--- src/rtl/rr_output_arbiter_pkg.sv ---
// rr_output_arbiter_pkg: shared port indices, default port count and port vector type
package rr_output_arbiter_pkg;
  localparam int DEF_PORTS = 5;
  localparam int PORT_N = 0;
  localparam int PORT_E = 1;
  localparam int PORT_W = 2;
  localparam int PORT_S = 3;
  localparam int PORT_L = 4;
  typedef logic [DEF_PORTS-1:0] port_vec_t;
endpackage

--- src/rtl/rr_output_arbiter_if.sv ---
// rr_output_arbiter_if: request/flit-flag/handshake bundle between requesters and one output arbiter
// slave modport: arbiter side (req, tail, dcts in; grant, xbar_sel, rts, busy out)
// master modport: requester/downstream side, mirror of slave
interface rr_output_arbiter_if
  import rr_output_arbiter_pkg::*;
#(
  parameter int NUM_PORTS = DEF_PORTS
);
  logic [NUM_PORTS-1:0] req;
  logic [NUM_PORTS-1:0] tail;
  logic [NUM_PORTS-1:0] grant;
  logic [NUM_PORTS-1:0] xbar_sel;
  logic dcts;
  logic rts;
  logic busy;
  modport slave (input req, tail, dcts, output grant, xbar_sel, rts, busy);
  modport master (output req, tail, dcts, input grant, xbar_sel, rts, busy);
endinterface

--- src/rtl/rr_priority_pick.sv ---
// rr_priority_pick: one-hot winner of req, searching upward from index start with wraparound
// ports: req (requests), start (first index searched), win (one-hot winner, zero when no req)
module rr_priority_pick #(
  parameter int N = 5,
  localparam int SW = $clog2(N)
) (
  input  logic [N-1:0]  req,
  input  logic [SW-1:0] start,
  output logic [N-1:0]  win
);
  logic [N-1:0] rot;
  logic [N-1:0] first;
  // rotate so start lands at bit 0, isolate the lowest set bit, rotate back
  always_comb begin
    rot = N'({req, req} >> start);
    first = rot & (~rot + 1'b1);
    win = N'(({first, first} << start) >> N);
  end
endmodule

--- src/rtl/rr_output_arbiter.sv ---
// rr_output_arbiter: rotating-priority output arbiter with registered RTS/DCTS handshake
// ports: clk, rst (async, active high), bus (slave: req, tail, dcts in; grant, xbar_sel, rts, busy out)
module rr_output_arbiter
  import rr_output_arbiter_pkg::*;
#(
  parameter int NUM_PORTS = DEF_PORTS,
  parameter bit LOCK_ON_TAIL = 1'b0
) (
  input logic clk,
  input logic rst,
  rr_output_arbiter_if.slave bus
);
  localparam int SW = $clog2(NUM_PORTS);
  logic [NUM_PORTS-1:0] owner;
  logic [NUM_PORTS-1:0] next_owner;
  logic [SW-1:0] start;
  logic rts;
  logic xfer;
  logic hold;
  // idle searches from the last (local) port so it wins first, then wraps to 0
  always_comb begin
    start = SW'(NUM_PORTS - 1);
    for (int i = 0; i < NUM_PORTS; i++) start = owner[i] ? SW'(i) : start;
  end
  rr_priority_pick #(.N(NUM_PORTS)) u_pick (
    .req(bus.req),
    .start(start),
    .win(next_owner)
  );
  assign xfer = rts & bus.dcts;
  // lock mode only lets go when the owner's tail flit actually moves
  assign hold = (rts & ~bus.dcts) | (LOCK_ON_TAIL && (|owner) && !(xfer && (|(bus.tail & owner))));
  always_ff @(posedge clk or posedge rst) begin
    if (rst) begin
      owner <= '0;
      rts <= 1'b0;
    end else begin
      owner <= hold ? owner : next_owner;
      rts <= (|owner) & ~xfer;
    end
  end
  assign bus.grant = owner & {NUM_PORTS{xfer}};
  assign bus.xbar_sel = owner;
  assign bus.rts = rts;
  assign bus.busy = |owner;
endmodule

--- src/flat_wrapper.sv ---
// flat-port wrapper written by rule: the top's interface ports become plain ports
module rr_output_arbiter_flat import rr_output_arbiter_pkg::*;
#(
  parameter int NUM_PORTS = DEF_PORTS,
  parameter bit LOCK_ON_TAIL = 1'b0
)
  (clk, rst, bus_req, bus_tail, bus_dcts, bus_grant, bus_xbar_sel, bus_rts, bus_busy);
  rr_output_arbiter_if #(.NUM_PORTS(NUM_PORTS)) bus_i ();
  input logic clk;
  input logic rst;
  input wire logic [$bits(bus_i.req)-1:0] bus_req;
  input wire logic [$bits(bus_i.tail)-1:0] bus_tail;
  input wire logic [$bits(bus_i.dcts)-1:0] bus_dcts;
  output wire logic [$bits(bus_i.grant)-1:0] bus_grant;
  output wire logic [$bits(bus_i.xbar_sel)-1:0] bus_xbar_sel;
  output wire logic [$bits(bus_i.rts)-1:0] bus_rts;
  output wire logic [$bits(bus_i.busy)-1:0] bus_busy;
  assign bus_i.req = bus_req;
  assign bus_i.tail = bus_tail;
  assign bus_i.dcts = bus_dcts;
  assign bus_grant = bus_i.grant;
  assign bus_xbar_sel = bus_i.xbar_sel;
  assign bus_rts = bus_i.rts;
  assign bus_busy = bus_i.busy;
  rr_output_arbiter #(.NUM_PORTS(NUM_PORTS), .LOCK_ON_TAIL(LOCK_ON_TAIL)) u_core (.clk(clk), .rst(rst), .bus(bus_i));
endmodule
--- config.mk ---
export PLATFORM = sky130hd
export DESIGN_NAME = rr_output_arbiter_flat
export DESIGN_NICKNAME = d
export VERILOG_FILES = /design/src/rtl/rr_output_arbiter_pkg.sv /design/src/rtl/rr_output_arbiter_if.sv /design/src/rtl/rr_priority_pick.sv /design/src/rtl/rr_output_arbiter.sv /design/src/flat_wrapper.sv
export SDC_FILE = /design/constraint.sdc
export NUM_CORES = 1
export LEC_CHECK = 0
export BUFFER_PORTS_ARGS = -buffer_cell sky130_fd_sc_hd__buf_2
export CORE_ASPECT_RATIO = 0.7
export CORE_UTILIZATION = 30
export CTS_CLUSTER_SIZE = 14
export DETAILED_ROUTE_END_ITERATION = 6
export GPL_TIMING_DRIVEN = 0
export PLACE_DENSITY = 0.54
export SLEW_MARGIN = 15
export SYNTH_ARGS = -nofsm -noshare
export SYNTH_HDL_FRONTEND = slang
export SYNTH_SLANG_ARGS = --single-unit
export TNS_END_PERCENT = 100
--- constraint.sdc ---
create_clock -name clk -period 2.5 [get_ports clk]
set_input_delay 0.125 -clock clk [delete_from_list [all_inputs] [get_ports clk]]
set_output_delay 0.125 -clock clk [all_outputs]
set_load 0.05 [all_outputs]
# Yosys cells after proc, flatten, opt, wreduce, memory -nomap -nowiden
# Index checks and enable logic that the tools add are counted.
[totals]
register_bits = 6
input_bits = 13
out_inout_bits = 12
[classes]
addsub = 1
shift = 2
mux = 5
n_bitwise = 8
n_reduce_logical = 1
[ops]
columns = ["operator", "count"]
rows = [
  ["two-way mux 3 bit", 5],
  ["AND 5 bit", 2],
  ["<< shifter 10 x 3 -> 10 bit", 1],
  ["right shift 10 x 3 -> 5 bit", 1],
  ["adder 5 x 1 -> 5 bit, second input constant", 1],
  ["inverter 5 bit", 1],
  ["OR reduction 5 bit", 1],
  ["AND 1 bit", 3],
  ["inverter 1 bit", 2],
]

# Logic depth before layout (Yosys ltp)
[depth]
word_depth = 10
mapped_depth = 8
depth_no_buf = 7

# Hierarchy
# From an unflattened synthesis, not the netlist that was laid out.
[hier_totals]
hier_cells = 105
area_unflattened_um2 = 875.8
[by_module_without_submodules]
columns = ["module", "n_inst", "cells_each", "area_each_um2", "seq_area_each_um2"]
rows = [
  ["rr_priority_pick", 1, 78, 565.5, 0.0],
  ["rr_output_arbiter", 1, 27, 310.3, 150.1],
]

# Worst setup path before layout
# OpenSTA, ideal clock, no wires.
[synth_timing]
path_kind = "reg2reg"
startpoint = "register u_core.owner[1], in the netlist u_core.bus.xbar_sel[1]"
endpoint = "register u_core.owner[3], in the netlist u_core.bus.xbar_sel[3]"
setup_ns = 0.111
t_arrival_ns = 2.255
t_required_ns = 2.389
slack_ns = 0.134
path_stages_with_launch = 9
path_buffers = 1
synth_period_minus_slack_ns = 2.366
cell_sequence = "dfrtp_1 > buf_4 > nor4_2 > nor2_1 > o221ai_2 > a21boi_4 > and4bb_1 > mux2i_1 > a222oi_1"
[synth_between]
elab_chain_cells = 9
[synth_rtl]
columns = ["item", "line_no", "source"]
rows = [
  ["from (decl)", "rr_output_arbiter.sv:14", "logic [NUM_PORTS-1:0] owner;"],
  ["from (signal assigned)", "rr_output_arbiter.sv:38", "owner <= hold ? owner : next_owner;"],
  ["two-way mux 3 bit * (4 in series)", "rr_output_arbiter.sv:23", "for (int i = 0; i < NUM_PORTS; i++) start = owner[i] ? SW'(i) : start;"],
  ["right shift 10 x 3 -> 5 bit", "rr_priority_pick.sv:15", "rot = N'({req, req} >> start);"],
  ["inverter 5 bit", "rr_priority_pick.sv:16", "first = rot & (~rot + 1'b1);"],
  ["adder 5 x 1 -> 5 bit", "rr_priority_pick.sv:16", ""],
  ["AND 5 bit", "rr_priority_pick.sv:16", ""],
  ["<< shifter 10 x 3 -> 10 bit *", "rr_priority_pick.sv:17", "win = N'(({first, first} << start) >> N);"],
]
# Every way passes the cells marked *; elsewhere a longest branch is shown, timed or not.
# A chain may end at the register's enable or synchronous reset.

# Final worst setup path
# Same ends and word-level chain as after synthesis.

==> results_dict.tcl <==
set metrics [dict create \
    status "completed" \
    synth-compound-area-share 0.427 \
    grtUsageTotal 0.183 \
    reg2reg_from "u_core.bus.xbar_sel[1]" \
    leakagePower_uw 0.000500 \
    avgSynthCellArea_um2 8.10 \
    swShare 0.582 \
    synthSimpleGateAreaFrac 0.290 \
    cts_root_buffer "clkbuf_8" \
    synthXorXnorAreaFrac 0 \
    fin_ws_ns 0.103 \
    ys_seq_area_frac 0.160 \
    clock-sinks 6 \
    die_w_um 68.9 \
    layout_commonest_cell "buf_2" \
    synthesis.area_um2 940 \
    p_seq_frac 0.125 \
    rr_endpoint "u_core.bus.xbar_sel[3]" \
    clk_latency_ns 0.23 \
    crit_path_end_kind "flop" \
    syn-num-nets 129 \
    net-switching-power_uw 1020 \
    grt_pass1_wl_um 4420 \
    syn_to_final_growth_pct 22.8 \
    htree_levels 1 \
    grt_pass1_vias 885 \
    drtAntennaViolNets 0 \
    synth_top_area_frac 0.160 \
    crit_fanout 10 \
    rows 16 \
    grt_start_max_net_pins 11 \
    dpl.hpwl_um 2160 \
    clock_path_buffers 2 \
    tightest_slew_ns 0.511 \
    cp_data_required_time_ns 2.61 \
    wirelength_um 2960 \
    ys_top_cells_by_area "dfrtp_1 (16%), o21ai_0 (4.8%), nor2_1 (4.0%), and3_1 (3.3%), nor2b_1 (3.3%)" \
    p_int_uw 734 \
    initial_core_util 0.326 \
    power_density_mw_per_mm2 1520 \
    drt-initial-drc-count 69 \
    r2r_cells 8 \
    routabilityCongestion 0.868 \
    tns_ns 0 \
    ios 25 \
    synth_mux_area_frac 0.0320 \
    clk_pin_slew_ns 0.04 \
    pre_cts_ws_ns 0.0725 \
    start_kind "flop" \
    slew_headroom 0.659 \
    fin_area_mm2 0.00115 \
    min_period_over_period 0.959 \
    postSynthCellCount 116 \
    min_path_type "in -> reg" \
    grtUsageMet3 0.0491 \
    die_y_um 48.8 \
    synth_edf_count 0 \
    netlist.top_cell.by_area "dfrtp_1" \
    antenna_found_initial 0 \
    vias 1065 \
    cp.arrival_ns 2.50 \
    ys.flop_type "dfrtp_1" \
    regToRegSetupSlack_ns 0.10 \
    use_met1 0.255 \
    avgRoutedWirePerCell_um 16.9 \
    fmax_mhz 417 \
    finalCoreUtilization 0.400 \
    synth_seq_cells 6 \
    met2_usage 0.267 \
    fin_nets 154 \
    port_buffers 18 \
    hold_viol_final 0 \
    hold_ws_ns 0.185 \
    core_mm2 0.00288 \
    final_cell_mix "buf_2 (18), nor2_1 (10), o21ai_0 (9), nand2_1 (8)" \
    synthArstFlopShare 1.00 \
    synth_top_family_by_area "compound AO/OA/AOI/OAI gates" \
    yosysWarnings 0 \
    skew_ns 0.00194 \
    first_pass_iters 4 \
    finalCriticalPeriod_ns 2.40 \
    cts_tree "done" \
    crit_end "u_core.bus.xbar_sel[3]" \
    ys_types 52 \
    die_area_mm2 0.00336 \
    holdPathStages 2 \
    layout-drive-gt1-share 0.309 \
    diodes 0 \
    setup_viol 0 \
    maxCapViolations 0 \
    viasPerCell 6.09 \
    crit_start "u_core.bus.xbar_sel[1]" \
    crit_type "reg -> reg" \
    drc 0 \
    grt_overflow 0 \
    combinationalPowerShare 0.793 \
    cts_made_buffers 3 \
    ir_drop_mv 0.321 \
    post_dp_cell_area_mm2 0.00107 \
    top_usage_layer "met2" \
    synth-adder-area-share 0 \
    drv_slew 0 \
    clkPwrFrac 0.083 \
]
==> synth_stat cells, types with 5 or more instances <==
library cell   n
nor2b_1        5
nand2_1        8
dfrtp_1        6
nor2_1        10
inv_1          6
a21oi_1        6
and3_1         5
o21ai_0        9
==> sequential cells by signal, summed over array words and instances (netlist names) <==
name	count
u_core.bus.rts	1
u_core.bus.xbar_sel	5
==> worst max-delay path, cell delays in order, from the launching register on <==
cell      delay, ns
dfrtp_1        0.39
buf_4          0.19
nor4_2         0.39
nor2_1         0.18
o221ai_4       0.27
a21boi_4       0.26
and4bb_1       0.26
mux2i_1        0.09
a222oi_1       0.24
==> through the flow <==
stage / instances / total power [uW]
after CTS: 174 / 1670
after global placement: 170 / 1530
after detailed placement: 170 / 1520
after global routing: 175 / 1860
final: 175 / 1760
after floorplan: 116 / 1240
==> power by group through the flow <==
stage / combinational [uW] / sequential (uW) / clock, uW
floorplan: 905 / 334 / 0
global placement: 1310 / 217 / 0
detailed placement: 1300 / 219 / 0
CTS: 1310 / 217 / 149
global route: 1480 / 225 / 160
finish: 1390 / 219 / 145
==> logic make-up after synthesis <==
logic type / count (synthesis)
buffers and inverters: 12
multiplexers: 3
AND/OR/NAND/NOR: 46
flip-flops: 6
AO/OA/AOI/OAI: 49
==> area by class of cell <==
cell class | count | area, um2
clock buffers | 3 | 41.3
plain buffers | 6 | 62.6
inverters | 6 | 22.5
fillers | 298 | 1730
well taps | 36 | 45.0
flip-flops and latches | 6 | 150
multi-input cells | 98 | 724
repair buffers | 20 | 108
==> worst min-delay path by stage <==
stage          startpoint                      to
6_report         bus_dcts          u_core.bus.rts
5_1_grt          bus_dcts          u_core.bus.rts
4_1_cts          bus_dcts          u_core.bus.rts
3_5_place_dp          rst          u_core.bus.rts
3_3_place_gp          rst  u_core.bus.xbar_sel[3]
2_1_floorplan         rst          u_core.bus.rts
==> routing by layer <==
layer | vias up | wire [um]
met4 | 0 | 34
met3 | 4 | 339
met2 | 73 | 1240
li1 | 498 | -
met1 | 490 | 1340
met5 | - | 0
==> repair_timing <==
action / 4_1_cts / 5_1_grt
hold endpoints to repair: 6 / 0
buffers inserted: 0 / 1
setup endpoints to repair: 0 / 3
resized for setup: 0 / 3
hold buffers: 1 / 0
Note: power is estimated with default switching activity, not from simulation.
